==> src/rtl/ula_driver_if.sv <==
// Command, response and ULA-side signals of ula_driver.
// The driver uses the slave modport; the command source/consumer uses master.
interface ula_driver_if;
  logic       cmd_valid;
  logic       cmd_ready;
  logic [3:0] cmd_sel;
  logic [1:0] cmd_a;
  logic [1:0] cmd_b;
  logic [2:0] cmd_exp;
  logic       cmd_chk;

  logic [3:0] ula_sel;
  logic [1:0] ula_a;
  logic [1:0] ula_b;
  logic [2:0] ula_saida;

  logic       rsp_valid;
  logic       rsp_ready;
  logic [2:0] rsp_saida;
  logic       rsp_err;

  modport slave (
    input  cmd_valid, cmd_sel, cmd_a, cmd_b, cmd_exp, cmd_chk,
    input  ula_saida, rsp_ready,
    output cmd_ready, ula_sel, ula_a, ula_b,
    output rsp_valid, rsp_saida, rsp_err
  );

  modport master (
    output cmd_valid, cmd_sel, cmd_a, cmd_b, cmd_exp, cmd_chk,
    output ula_saida, rsp_ready,
    input  cmd_ready, ula_sel, ula_a, ula_b,
    input  rsp_valid, rsp_saida, rsp_err
  );
endinterface

==> src/rtl/ula_driver.sv <==
// Command-driven initiator for the 4-bit-select ULA: drives operands, waits
// ULA_LAT cycles, captures Saida, optionally checks it and returns a response.
module ula_driver #(
  parameter int ULA_LAT = 1,
  parameter int CNT_W   = 8
) (
  input  logic             i_clk,
  input  logic             i_rst,
  ula_driver_if.slave      bus,
  output logic [CNT_W-1:0] o_op_count,
  output logic [CNT_W-1:0] o_err_count
);

  localparam int WCW = (ULA_LAT > 1) ? $clog2(ULA_LAT) : 1;

  typedef enum logic [1:0] {
    ST_IDLE = 2'd0,
    ST_WAIT = 2'd1,
    ST_RESP = 2'd2
  } state_t;

  state_t           r_state;
  state_t           w_next_state;
  logic             w_cmd_ready;
  logic             w_accept;
  logic             w_wait_done;
  logic             w_rsp_fire;

  logic [WCW-1:0]   r_wait_cnt;
  logic [3:0]       r_ula_sel;
  logic [1:0]       r_ula_a;
  logic [1:0]       r_ula_b;
  logic [2:0]       r_exp;
  logic             r_chk;
  logic             r_rsp_valid;
  logic [2:0]       r_rsp_saida;
  logic             r_rsp_err;
  logic [CNT_W-1:0] r_op_count;
  logic [CNT_W-1:0] r_err_count;

  function automatic logic [CNT_W-1:0] sat_inc(input logic [CNT_W-1:0] cnt);
    if (cnt == {CNT_W{1'b1}}) begin
      sat_inc = cnt;
    end else begin
      sat_inc = cnt + CNT_W'(1'b1);
    end
  endfunction

  function automatic logic chk_fail(input logic chk, input logic [2:0] saida,
                                    input logic [2:0] exp);
    chk_fail = chk && (saida != exp);
  endfunction

  assign w_accept    = bus.cmd_valid && w_cmd_ready;
  assign w_wait_done = (r_state == ST_WAIT) && (r_wait_cnt == {WCW{1'b0}});
  assign w_rsp_fire  = r_rsp_valid && bus.rsp_ready;

  // State register.
  always_ff @(posedge i_clk) begin
    if (i_rst) begin
      r_state <= ST_IDLE;
    end else begin
      r_state <= w_next_state;
    end
  end

  // Next-state logic.
  always_comb begin
    w_next_state = r_state;
    case (r_state)
      ST_IDLE: begin
        if (w_accept) begin
          w_next_state = ST_WAIT;
        end else begin
          w_next_state = ST_IDLE;
        end
      end
      ST_WAIT: begin
        if (w_wait_done) begin
          w_next_state = ST_RESP;
        end else begin
          w_next_state = ST_WAIT;
        end
      end
      ST_RESP: begin
        if (w_rsp_fire) begin
          w_next_state = ST_IDLE;
        end else begin
          w_next_state = ST_RESP;
        end
      end
      default: w_next_state = ST_IDLE;
    endcase
  end

  // State-decoded outputs; ready is forced low while reset is held.
  always_comb begin
    w_cmd_ready = 1'b0;
    if ((r_state == ST_IDLE) && !i_rst) begin
      w_cmd_ready = 1'b1;
    end else begin
      w_cmd_ready = 1'b0;
    end
  end

  // Operand drive, latency counter and response capture.
  always_ff @(posedge i_clk) begin
    if (i_rst) begin
      r_ula_sel   <= 4'd0;
      r_ula_a     <= 2'd0;
      r_ula_b     <= 2'd0;
      r_exp       <= 3'd0;
      r_chk       <= 1'b0;
      r_wait_cnt  <= {WCW{1'b0}};
      r_rsp_valid <= 1'b0;
      r_rsp_saida <= 3'd0;
      r_rsp_err   <= 1'b0;
    end else begin
      if (w_accept) begin
        r_ula_sel  <= bus.cmd_sel;
        r_ula_a    <= bus.cmd_a;
        r_ula_b    <= bus.cmd_b;
        r_exp      <= bus.cmd_exp;
        r_chk      <= bus.cmd_chk;
        r_wait_cnt <= WCW'(ULA_LAT - 1);
      end else if ((r_state == ST_WAIT) && (r_wait_cnt != {WCW{1'b0}})) begin
        r_wait_cnt <= r_wait_cnt - WCW'(1'b1);
      end
      // Saida is sampled exactly once; later changes on it are ignored.
      if (w_wait_done) begin
        r_rsp_valid <= 1'b1;
        r_rsp_saida <= bus.ula_saida;
        r_rsp_err   <= chk_fail(r_chk, bus.ula_saida, r_exp);
      end else if (w_rsp_fire) begin
        r_rsp_valid <= 1'b0;
      end
    end
  end

  // Saturating operation and error counters, stepped on response handshake.
  always_ff @(posedge i_clk) begin
    if (i_rst) begin
      r_op_count  <= {CNT_W{1'b0}};
      r_err_count <= {CNT_W{1'b0}};
    end else if (w_rsp_fire) begin
      r_op_count <= sat_inc(r_op_count);
      if (r_rsp_err) begin
        r_err_count <= sat_inc(r_err_count);
      end
    end
  end

  assign bus.cmd_ready = w_cmd_ready;
  assign bus.ula_sel   = r_ula_sel;
  assign bus.ula_a     = r_ula_a;
  assign bus.ula_b     = r_ula_b;
  assign bus.rsp_valid = r_rsp_valid;
  assign bus.rsp_saida = r_rsp_saida;
  assign bus.rsp_err   = r_rsp_err;
  assign o_op_count    = r_op_count;
  assign o_err_count   = r_err_count;

endmodule

==> src/flat_wrapper.sv <==
// flat-port wrapper written by rule: the top's interface ports become plain ports
module ula_driver_flat 
#(
  parameter int ULA_LAT = 1,
  parameter int CNT_W   = 8
)
  (i_clk, i_rst, o_op_count, o_err_count, bus_cmd_valid, bus_cmd_sel, bus_cmd_a, bus_cmd_b, bus_cmd_exp, bus_cmd_chk, bus_ula_saida, bus_rsp_ready, bus_cmd_ready, bus_ula_sel, bus_ula_a, bus_ula_b, bus_rsp_valid, bus_rsp_saida, bus_rsp_err);
  ula_driver_if bus_i ();
  input  logic i_clk;
  input  logic i_rst;
  output logic [CNT_W-1:0] o_op_count;
  output logic [CNT_W-1:0] o_err_count;
  input wire logic [$bits(bus_i.cmd_valid)-1:0] bus_cmd_valid;
  input wire logic [$bits(bus_i.cmd_sel)-1:0] bus_cmd_sel;
  input wire logic [$bits(bus_i.cmd_a)-1:0] bus_cmd_a;
  input wire logic [$bits(bus_i.cmd_b)-1:0] bus_cmd_b;
  input wire logic [$bits(bus_i.cmd_exp)-1:0] bus_cmd_exp;
  input wire logic [$bits(bus_i.cmd_chk)-1:0] bus_cmd_chk;
  input wire logic [$bits(bus_i.ula_saida)-1:0] bus_ula_saida;
  input wire logic [$bits(bus_i.rsp_ready)-1:0] bus_rsp_ready;
  output wire logic [$bits(bus_i.cmd_ready)-1:0] bus_cmd_ready;
  output wire logic [$bits(bus_i.ula_sel)-1:0] bus_ula_sel;
  output wire logic [$bits(bus_i.ula_a)-1:0] bus_ula_a;
  output wire logic [$bits(bus_i.ula_b)-1:0] bus_ula_b;
  output wire logic [$bits(bus_i.rsp_valid)-1:0] bus_rsp_valid;
  output wire logic [$bits(bus_i.rsp_saida)-1:0] bus_rsp_saida;
  output wire logic [$bits(bus_i.rsp_err)-1:0] bus_rsp_err;
  assign bus_i.cmd_valid = bus_cmd_valid;
  assign bus_i.cmd_sel = bus_cmd_sel;
  assign bus_i.cmd_a = bus_cmd_a;
  assign bus_i.cmd_b = bus_cmd_b;
  assign bus_i.cmd_exp = bus_cmd_exp;
  assign bus_i.cmd_chk = bus_cmd_chk;
  assign bus_i.ula_saida = bus_ula_saida;
  assign bus_i.rsp_ready = bus_rsp_ready;
  assign bus_cmd_ready = bus_i.cmd_ready;
  assign bus_ula_sel = bus_i.ula_sel;
  assign bus_ula_a = bus_i.ula_a;
  assign bus_ula_b = bus_i.ula_b;
  assign bus_rsp_valid = bus_i.rsp_valid;
  assign bus_rsp_saida = bus_i.rsp_saida;
  assign bus_rsp_err = bus_i.rsp_err;
  ula_driver #(.ULA_LAT(ULA_LAT), .CNT_W(CNT_W)) u_core (.i_clk(i_clk), .i_rst(i_rst), .bus(bus_i), .o_op_count(o_op_count), .o_err_count(o_err_count));
endmodule
==> config.mk <==
export PLATFORM = sky130hd
export DESIGN_NAME = ula_driver_flat
export DESIGN_NICKNAME = d
export VERILOG_FILES = /design/src/rtl/ula_driver_if.sv /design/src/rtl/ula_driver.sv /design/src/flat_wrapper.sv
export SDC_FILE = /design/constraint.sdc
export NUM_CORES = 1
export LEC_CHECK = 0
export CAP_MARGIN = 10
export CORE_MARGIN = 3
export CORE_UTILIZATION = 40
export CTS_CLUSTER_DIAMETER = 40
export DETAILED_ROUTE_END_ITERATION = 8
export GPL_ROUTABILITY_DRIVEN = 0
export GPL_TIMING_DRIVEN = 0
export PLACE_DENSITY = 0.73
export SYNTH_ARGS = -nofsm -noshare
export SYNTH_HDL_FRONTEND = slang
export SYNTH_SLANG_ARGS = --single-unit
==> constraint.sdc <==
create_clock -name i_clk -period 1.5 [get_ports i_clk]
set_clock_uncertainty 0.2 [all_clocks]
set_input_delay 0.15 -clock i_clk [delete_from_list [all_inputs] [get_ports i_clk]]
set_output_delay 0.15 -clock i_clk [all_outputs]
set_load 0.03 [all_outputs]
==> results of run 1 <==
[metal layers]
| metal | up-vias | part of all wire |
|---|---|---|
| li1 | 774 | - |
| met1 | 730 | 0.41 |
| met2 | 50 | 0.51 |
| met3 | 12 | 0.050 |
| met4 | 0 | 0.028 |
| met5 | - | 0 |
[cell usage after synthesis]
cell type  instances  area share
dfxtp_1           36        0.48
nand2_1           36       0.090
a21oi_1           26       0.087
nor2_1            14       0.035
nand3_1            6       0.020
xor2_1             5       0.029
nor3_1             4       0.013
o21ai_0            4       0.013
a211oi_1           3       0.015
and4_1             3       0.018
clkbuf_1           3      0.0075
mux2i_1            3       0.020
or3_1              3       0.013
a31oi_1            2      0.0084
a41o_1             2       0.013
and2_1             2      0.0084
buf_1              2      0.0050
buf_2              2      0.0067
ha_1               2       0.017
inv_1              2      0.0050
nand4_1            2      0.0084
o31ai_1            2       0.010
or4_1              2       0.010
a21boi_0           1      0.0050
a311oi_1           1      0.0059
and4b_1            1      0.0067
buf_6              1      0.0075
mux2_2             1      0.0075
nand2b_1           1      0.0042
nand3b_1           1      0.0050
nor3b_1            1      0.0050
o311ai_0           1      0.0059
or3_2              1      0.0050
xnor2_1            1      0.0059
[sequential cells by signal (all words and copies together) (netlist names)]
signal	cells
u_core.bus.rsp_err	1
u_core.bus.rsp_saida	3
u_core.bus.rsp_valid	1
u_core.bus.ula_a	2
u_core.bus.ula_b	2
u_core.bus.ula_sel	4
u_core.o_err_count	8
u_core.o_op_count	8
u_core.r_chk	1
u_core.r_exp	3
u_core.r_state	2
u_core.r_wait_cnt	1
[cell usage in the layout (no fill, tap or decap), types with 4 or more instances in the layout]
cell             instances
dfxtp_2                  5
nand3_1                  5
xor2_1                   4
dfxtp_4                 13
dfxtp_1                 18
dlygate4sd2_1           24
nor2_1                  12
a21oi_1                 23
buf_6                    4
clkdlybuf4s50_1         17
clkbuf_2                 6
buf_4                   18
clkbuf_8                 5
nand2_1                 35
[layout make-up]
type | instances | area share
tap | 46 | 0.0239
clock buffer | 7 | 0.0318
sequential | 36 | 0.323
multi-input combinational | 131 | 0.350
clock inverter | 1 | 0.00208
inverter | 2 | 0.00312
timing repair buffer | 68 | 0.248
buffer | 7 | 0.0182
[through the flow]
stage,hold slack [ps],setup slack (ps)
3_3_place_gp,242,-475
6_report,208,-227
4_1_cts,162,-182
5_1_grt,218,-229
2_1_floorplan,86.0,-178
3_5_place_dp,250,-512
[logic make-up (layout without fill, tap and decap cells)]
family                     count (synthesis)  in the layout  share of synthesized area
adders and majority gates                  2              2                     0.0167
muxes                                      4              4                     0.0276
DFF                                       36             36                      0.482
and+or+nand+nor                           77             77                      0.242
buffers and inverters                     10             85                     0.0318
AOI/OAI and AO/OA                         42             42                      0.164
xor gates and xnor gates                   6              6                     0.0352
[final timing paths]
| path | startpoint | to | slack [ps] | cells after the start |
|---|---|---|---|---|
| max | u_core.o_err_count[0] | u_core.o_err_count[5] | -230 | 4 |
| min | bus_rsp_ready | u_core.bus.rsp_valid | 210 | 3 |
| max reg2reg | u_core.o_err_count[0] | u_core.o_err_count[5] | -230 | 4 |
| min reg2reg | u_core.bus.ula_sel[0] | u_core.bus.ula_sel[0] | 260 | 2 |
[worst min-delay path: cells and delay by family]
kind            cells  cell delay, ps
compound gates      1              60
simple gates        1             140
buf+inv             1             310
[what timing repair did]
action / 4_1_cts / 5_1_grt
endpoints found under the setup margin: 62 / 41
gates cloned: 1 / 0
resized for setup: 50 / 29
buffers inserted: 13 / 6
hold buffers: 0 / 0
pin swaps: 9 / 8
[where the power goes]
part | internal (mW) | leakage, nW | switching, mW
registers | 0.962 | 0.305 | 0.0216
clock network | 0.325 | 0.0422 | 0.324
logic | 0.0979 | 0.664 | 0.121
total | 1.38 | 1.01 | 0.466
==> out/summary.md, run 1 <==
The slowest stage of the critical path belongs to the cell or4_1. The first global-routing pass estimated 6390 µm of wire. The Yosys step of the flow raised 0 warnings. For the worst-skew pair, the clock arrives at the later sink with an insertion delay of 290 ps. Setup repair after global routing could not meet its margin everywhere.

Wires add up to 4160 µm. The wire-length estimate of the detail-placed layout is 2750 µm. The actual transition at the worst max-transition pin is 356 ps, and the layout overhead on the synthesized area is 60.9%. The worst-case IR drop observed on VDD is 559 µV. The final reports fail on negative setup slack.

The starting utilization of the core area was 0.431. After the first detailed-routing iteration, the DRC count stood at 130. The tools report the number of top-level design ports as 49.

The sequential cell area fraction in the yosys report is 0.482. The global router's overall resource usage is 0.189, and the longest individual stage delay on the worst path is 510 ps. The number of endpoints with negative hold slack in the final report came out at 0. A synthesized cell averages 8.44 µm². Clock tree synthesis selected as its root buffer the cell clkbuf_8. Data on the critical path is required at its endpoint by 1520 ps. STA puts the critical path data arrival time at 1740 ps. Synthesis handed over a netlist of 177 instances. The tools report the leakage power figure as 1.01 nW. Synthesis produced a netlist with a net count of 198. Summing internal, switching and leakage power gives 1.85 mW.

The detail-routed via count per cell was 5.26; the placeable core area was 3470 µm². The worst relative slew slack was 0.760; the met1 usage was 0.220. The final number of max-transition violations came out at 0. After synthesis the netlist holds a flip-flop and latch count of 36.

For the post-route worst setup slack, the log shows -227 ps. The number of levels the H-tree was split into was 2. The routed design could run at a clock period as short as 1730 ps.

The highest fanout seen on the critical path came out at 3. TritonCTS built the clock tree. The global routing met3 resource utilization is 0.0422.

The total instance count after detailed placement is 271, and the via count of the first global-routing pass is 1448. Class of the tightest hold or removal check: primary input to flip-flop. The met2 routing resource usage after global routing was 0.317; the max-capacitance violation count was 0. Measured along the y axis, the die boundary spans 67.1 µm. The logs give 12 for the largest net degree at the start of global routing and 298 for the final cell count without fillers.

For the placed standard-cell area, the log shows 2120 µm². Gate family responsible for the most delay along the worst path: simple AND/OR/NAND/NOR gates. The area of the multi-input gates came out at 842 µm². After clock tree synthesis, the clock-pin slew on the worst setup and hold paths is 80 ps.

After global routing, the most crowded layer is met2. The post-layout utilization of the core is 0.693, and the iteration count of the initial detailed-routing pass is 4. Counting the fill cells in the layout gives 291.

The startpoint type of the worst setup path was a flip-flop. The total CTS buffers is 5, and the row count is 21. The die covers 4500 µm². Registers take 776 µm². From left edge to right edge, the die measures 67.1 µm.

Power spread over the standard cell area amounts to 770 nW/µm². The number of port buffers was 48; the count of nets left with antenna violations after detail routing was 0. The run finished, with violations left. The clock passes through at most 2 buffers. The overflow left after global routing was 0; the number of remaining DRC errors was 0. Initial antenna violation count: 0. After detailed routing, the average wire length per cell comes to 13.9 µm. Walking the worst path, the cells encountered are ha_4, a41o_1, or4_1, a21oi_2. The worst setup path is captured at a flip-flop. Together, buffers and inverters on the worst path number 0. The type of the worst setup path was flip-flop to flip-flop.

The fraction of layout instances using a drive strength above 1 was 0.313. The net count reported at finish is 272, and the post-synthesis instance area is 1490 µm². The number of library cell types mapped by synthesis came out at 34.

The post-route cell area was 2400 µm²; the setup violation total in the final timing report was 11. The diode insertion count for antenna repair is 0, and the share of the clock period used by the worst path is 1.15. The logs give 579 MHz for the highest achievable clock rate and 1566 for the via count.

After routing, the total negative slack on setup checks comes to -908 ps. Clock tree synthesis found a total of 36 sinks.
Note: power is estimated with default switching activity, not from simulation.
==> inputs of run 2 (changes only) <==
--- a/config.mk
+++ b/config.mk
@@ -5,14 +5,13 @@
 export SDC_FILE = /design/constraint.sdc
 export NUM_CORES = 1
 export LEC_CHECK = 0
-export CAP_MARGIN = 10
 export CORE_MARGIN = 3
-export CORE_UTILIZATION = 40
+export CORE_UTILIZATION = 26
 export CTS_CLUSTER_DIAMETER = 40
 export DETAILED_ROUTE_END_ITERATION = 8
 export GPL_ROUTABILITY_DRIVEN = 0
 export GPL_TIMING_DRIVEN = 0
-export PLACE_DENSITY = 0.73
+export PLACE_DENSITY = 0.51
 export SYNTH_ARGS = -nofsm -noshare
 export SYNTH_HDL_FRONTEND = slang
 export SYNTH_SLANG_ARGS = --single-unit
==> out/summary.md, run 2 (synthesized netlist as in run 1, its figures left out) <==
The count of nets left with antenna violations after detail routing is 0 (unchanged). The via count of the first global-routing pass is 1457 (+0.62%), and the depth of the worst hold-timing path is 3 (unchanged). The slowest stage of the critical path is the or4_1 cell. The tools report the number of levels the H-tree was split into as 2 (unchanged).

The actual transition at the worst max-transition pin works out to 293 ps (-62.8 ps). The checks that failed: negative setup slack. The final total power came out at 1.94 mW (+4.6%).

The class of the tightest hold or removal check is primary input to flip-flop. The logs give 0.802 (+0.0424) for the worst relative slew slack and 2 (unchanged) for the maximum root-to-sink buffer count. The number of buffers inserted by hold repair at cts was 0 (unchanged); the clock-pin slew reported for the worst setup and hold paths after clock tree synthesis was 70 ps (about the same).

The run gives 41 (-68%) as the number of DRC markers after the initial detailed-route iteration. The tools report the final number of max-transition violations as 0 (unchanged). The fraction of layout instances using a drive strength above 1 is 0.329 (+0.0159), and the required time at the worst-slack endpoint is 1510 ps (about the same). The iteration count of the initial detailed-routing pass was 4 (unchanged). The half-perimeter wire length after detailed placement was 2790 µm (+1.6%); the wire length per cell was 12.8 µm (-8.3%).

The longest individual stage delay on the worst path was 510 ps (about the same). The share of the clock period used by the worst path came out at 1.14 (-0.0155). For the final hold slack, the log shows 202 ps (-5.87 ps). The global router's overall resource usage came out at 0.131 (-0.0582). The highest fanout seen on the critical path works out to 3 (unchanged).

The final cell count without fillers came out at 322 (+8.1%). The leakage power figure is 0.995 nW (-1.6%). The worst setup path is launched from a flip-flop. The number of port buffers is 48 (unchanged). Type of the worst setup path: flip-flop to flip-flop. Arrival time at the worst endpoint: 1710 ps (-30 ps). Final-layout setup total negative slack: -809 ps (+99.1 ps).

Power density of the placed cells: 788 nW/µm² (+2.3%). The top cell types in the final layout, fill and taps aside, are 35 x nand2_1, 21 x a21oi_1, 19 x buf_4, 19 x dlygate4sd2_1, 18 x dfxtp_1. Vertical die dimension: 81.8 µm (+22%). The kind of capture point of the worst setup path is a flip-flop. The die boundary width was 81.8 µm (+22%). The largest net degree at the start of global routing was 11 (-1). The via count was 1512 (-3.4%); the starting utilization of the core area was 0.280 (-0.151).

The number of remaining DRC errors is 0 (unchanged), and the setup violation total in the final timing report is 10 (-1). The logs give 0 (unchanged) for the number of endpoints with negative hold slack in the final report and 0.461 (-0.232) for the post-layout utilization of the core. The row count was 26 (+24%); the initial antenna violation count was 0 (unchanged). For the net count reported at finish, the log shows 273 (+0.37%). The logs give 6800 µm (+6.5%) for the wire length of the first global-routing pass and 0 (unchanged) for the max-capacitance violation count.

The highest achievable clock rate was 587 MHz (+1.4%). The worst slack at placement was -541 ps (-29.1 ps). The detail-routed via count per cell is 4.70 (-11%), and the CTS sink count is 36 (unchanged).

The placeable core area came out at 5340 µm² (+54%). The post-route worst setup slack is -203 ps (+23.3 ps), and the total CTS buffers is 5 (unchanged). The post-route cell area is 2460 µm² (+2.3%), and the cell count of the worst reg-to-reg path is 4 (unchanged). The maximum ir drop on the vdd rail was 381 µV (-32%). Leaving out fill and tap cells, the most frequent cell in the layout is nand2_1. The tools report the slack of the worst reg-to-reg path as -200 ps (+20 ps). The flow ran to the end, but the final reports show violations. The tools report the overflow left after global routing as 0 (unchanged). Clock period minus final worst setup slack: 1700 ps (-23.3 ps). In this run the clock root is driven by a clkbuf_8. The diode insertion count for antenna repair was 0 (unchanged); the placed standard-cell area was 2150 µm² (+1.4%). The signal on the critical path passes through ha_4, a41o_1, or4_1, a21oi_2. The later-pin clock latency in the skew report was 280 ps (about the same). TritonCTS built the clock tree. The total instance count after detailed placement was 295 (+8.9%). The number of top-level design ports is 49 (unchanged).

The die area was 6690 µm² (+49%); the final wirelength was 4120 µm (-0.94%). Setup repair after global routing could not meet its margin everywhere. From synthesis to final layout, the design area changed by 64.6%.
## run 2: worst paths after layout
path	startpoint	end
setup / recovery	u_core.o_err_count[0]	u_core.o_err_count[5]
hold reg to reg	u_core.bus.ula_b[0]	u_core.bus.ula_b[0]
setup reg to reg	u_core.o_err_count[0]	u_core.o_err_count[5]
hold / removal	bus_rsp_ready	u_core.bus.rsp_valid
## run 2: critical path, delay by kind of cell (launching register included)
family,cells,cell delay [ps]
AND/OR/NAND/NOR,1,510
AO/OA/AOI/OAI,2,410
flip-flops,1,360
adder cells (fa/ha/maj),1,160
## run 2: cell type report
type	count	area, µm²
fillers	564	2880
multi-input cells	131	847
flip-flops and latches	36	771
repair buffers	69	606
clock buffers	7	96.3
well taps	70	87.6
plain buffers	7	43.8
inverters	2	7.51
## run 2: repair_timing
action,in CTS,in global routing
buffers inserted,18,3
cloned,0,0
gates resized for setup,59,26
pin swaps,13,7
endpoints found under the setup margin,62,27
endpoints found under the hold margin,0,0
## run 2: power breakdown
part	leakage, nW	total, mW	switching, mW	internal [mW]
combinational	0.640	0.216	0.119	0.0965
clock	0.0503	0.734	0.325	0.409
sequential	0.304	0.987	0.0228	0.964
## run 2: routing by layer
layer	track usage	vias up	wire length, µm
met5	0	-	0
met4	0.0432	0	35
met3	0.0384	5	257
met2	0.202	39	1880
met1	0.174	693	1940
li1	-	775	-
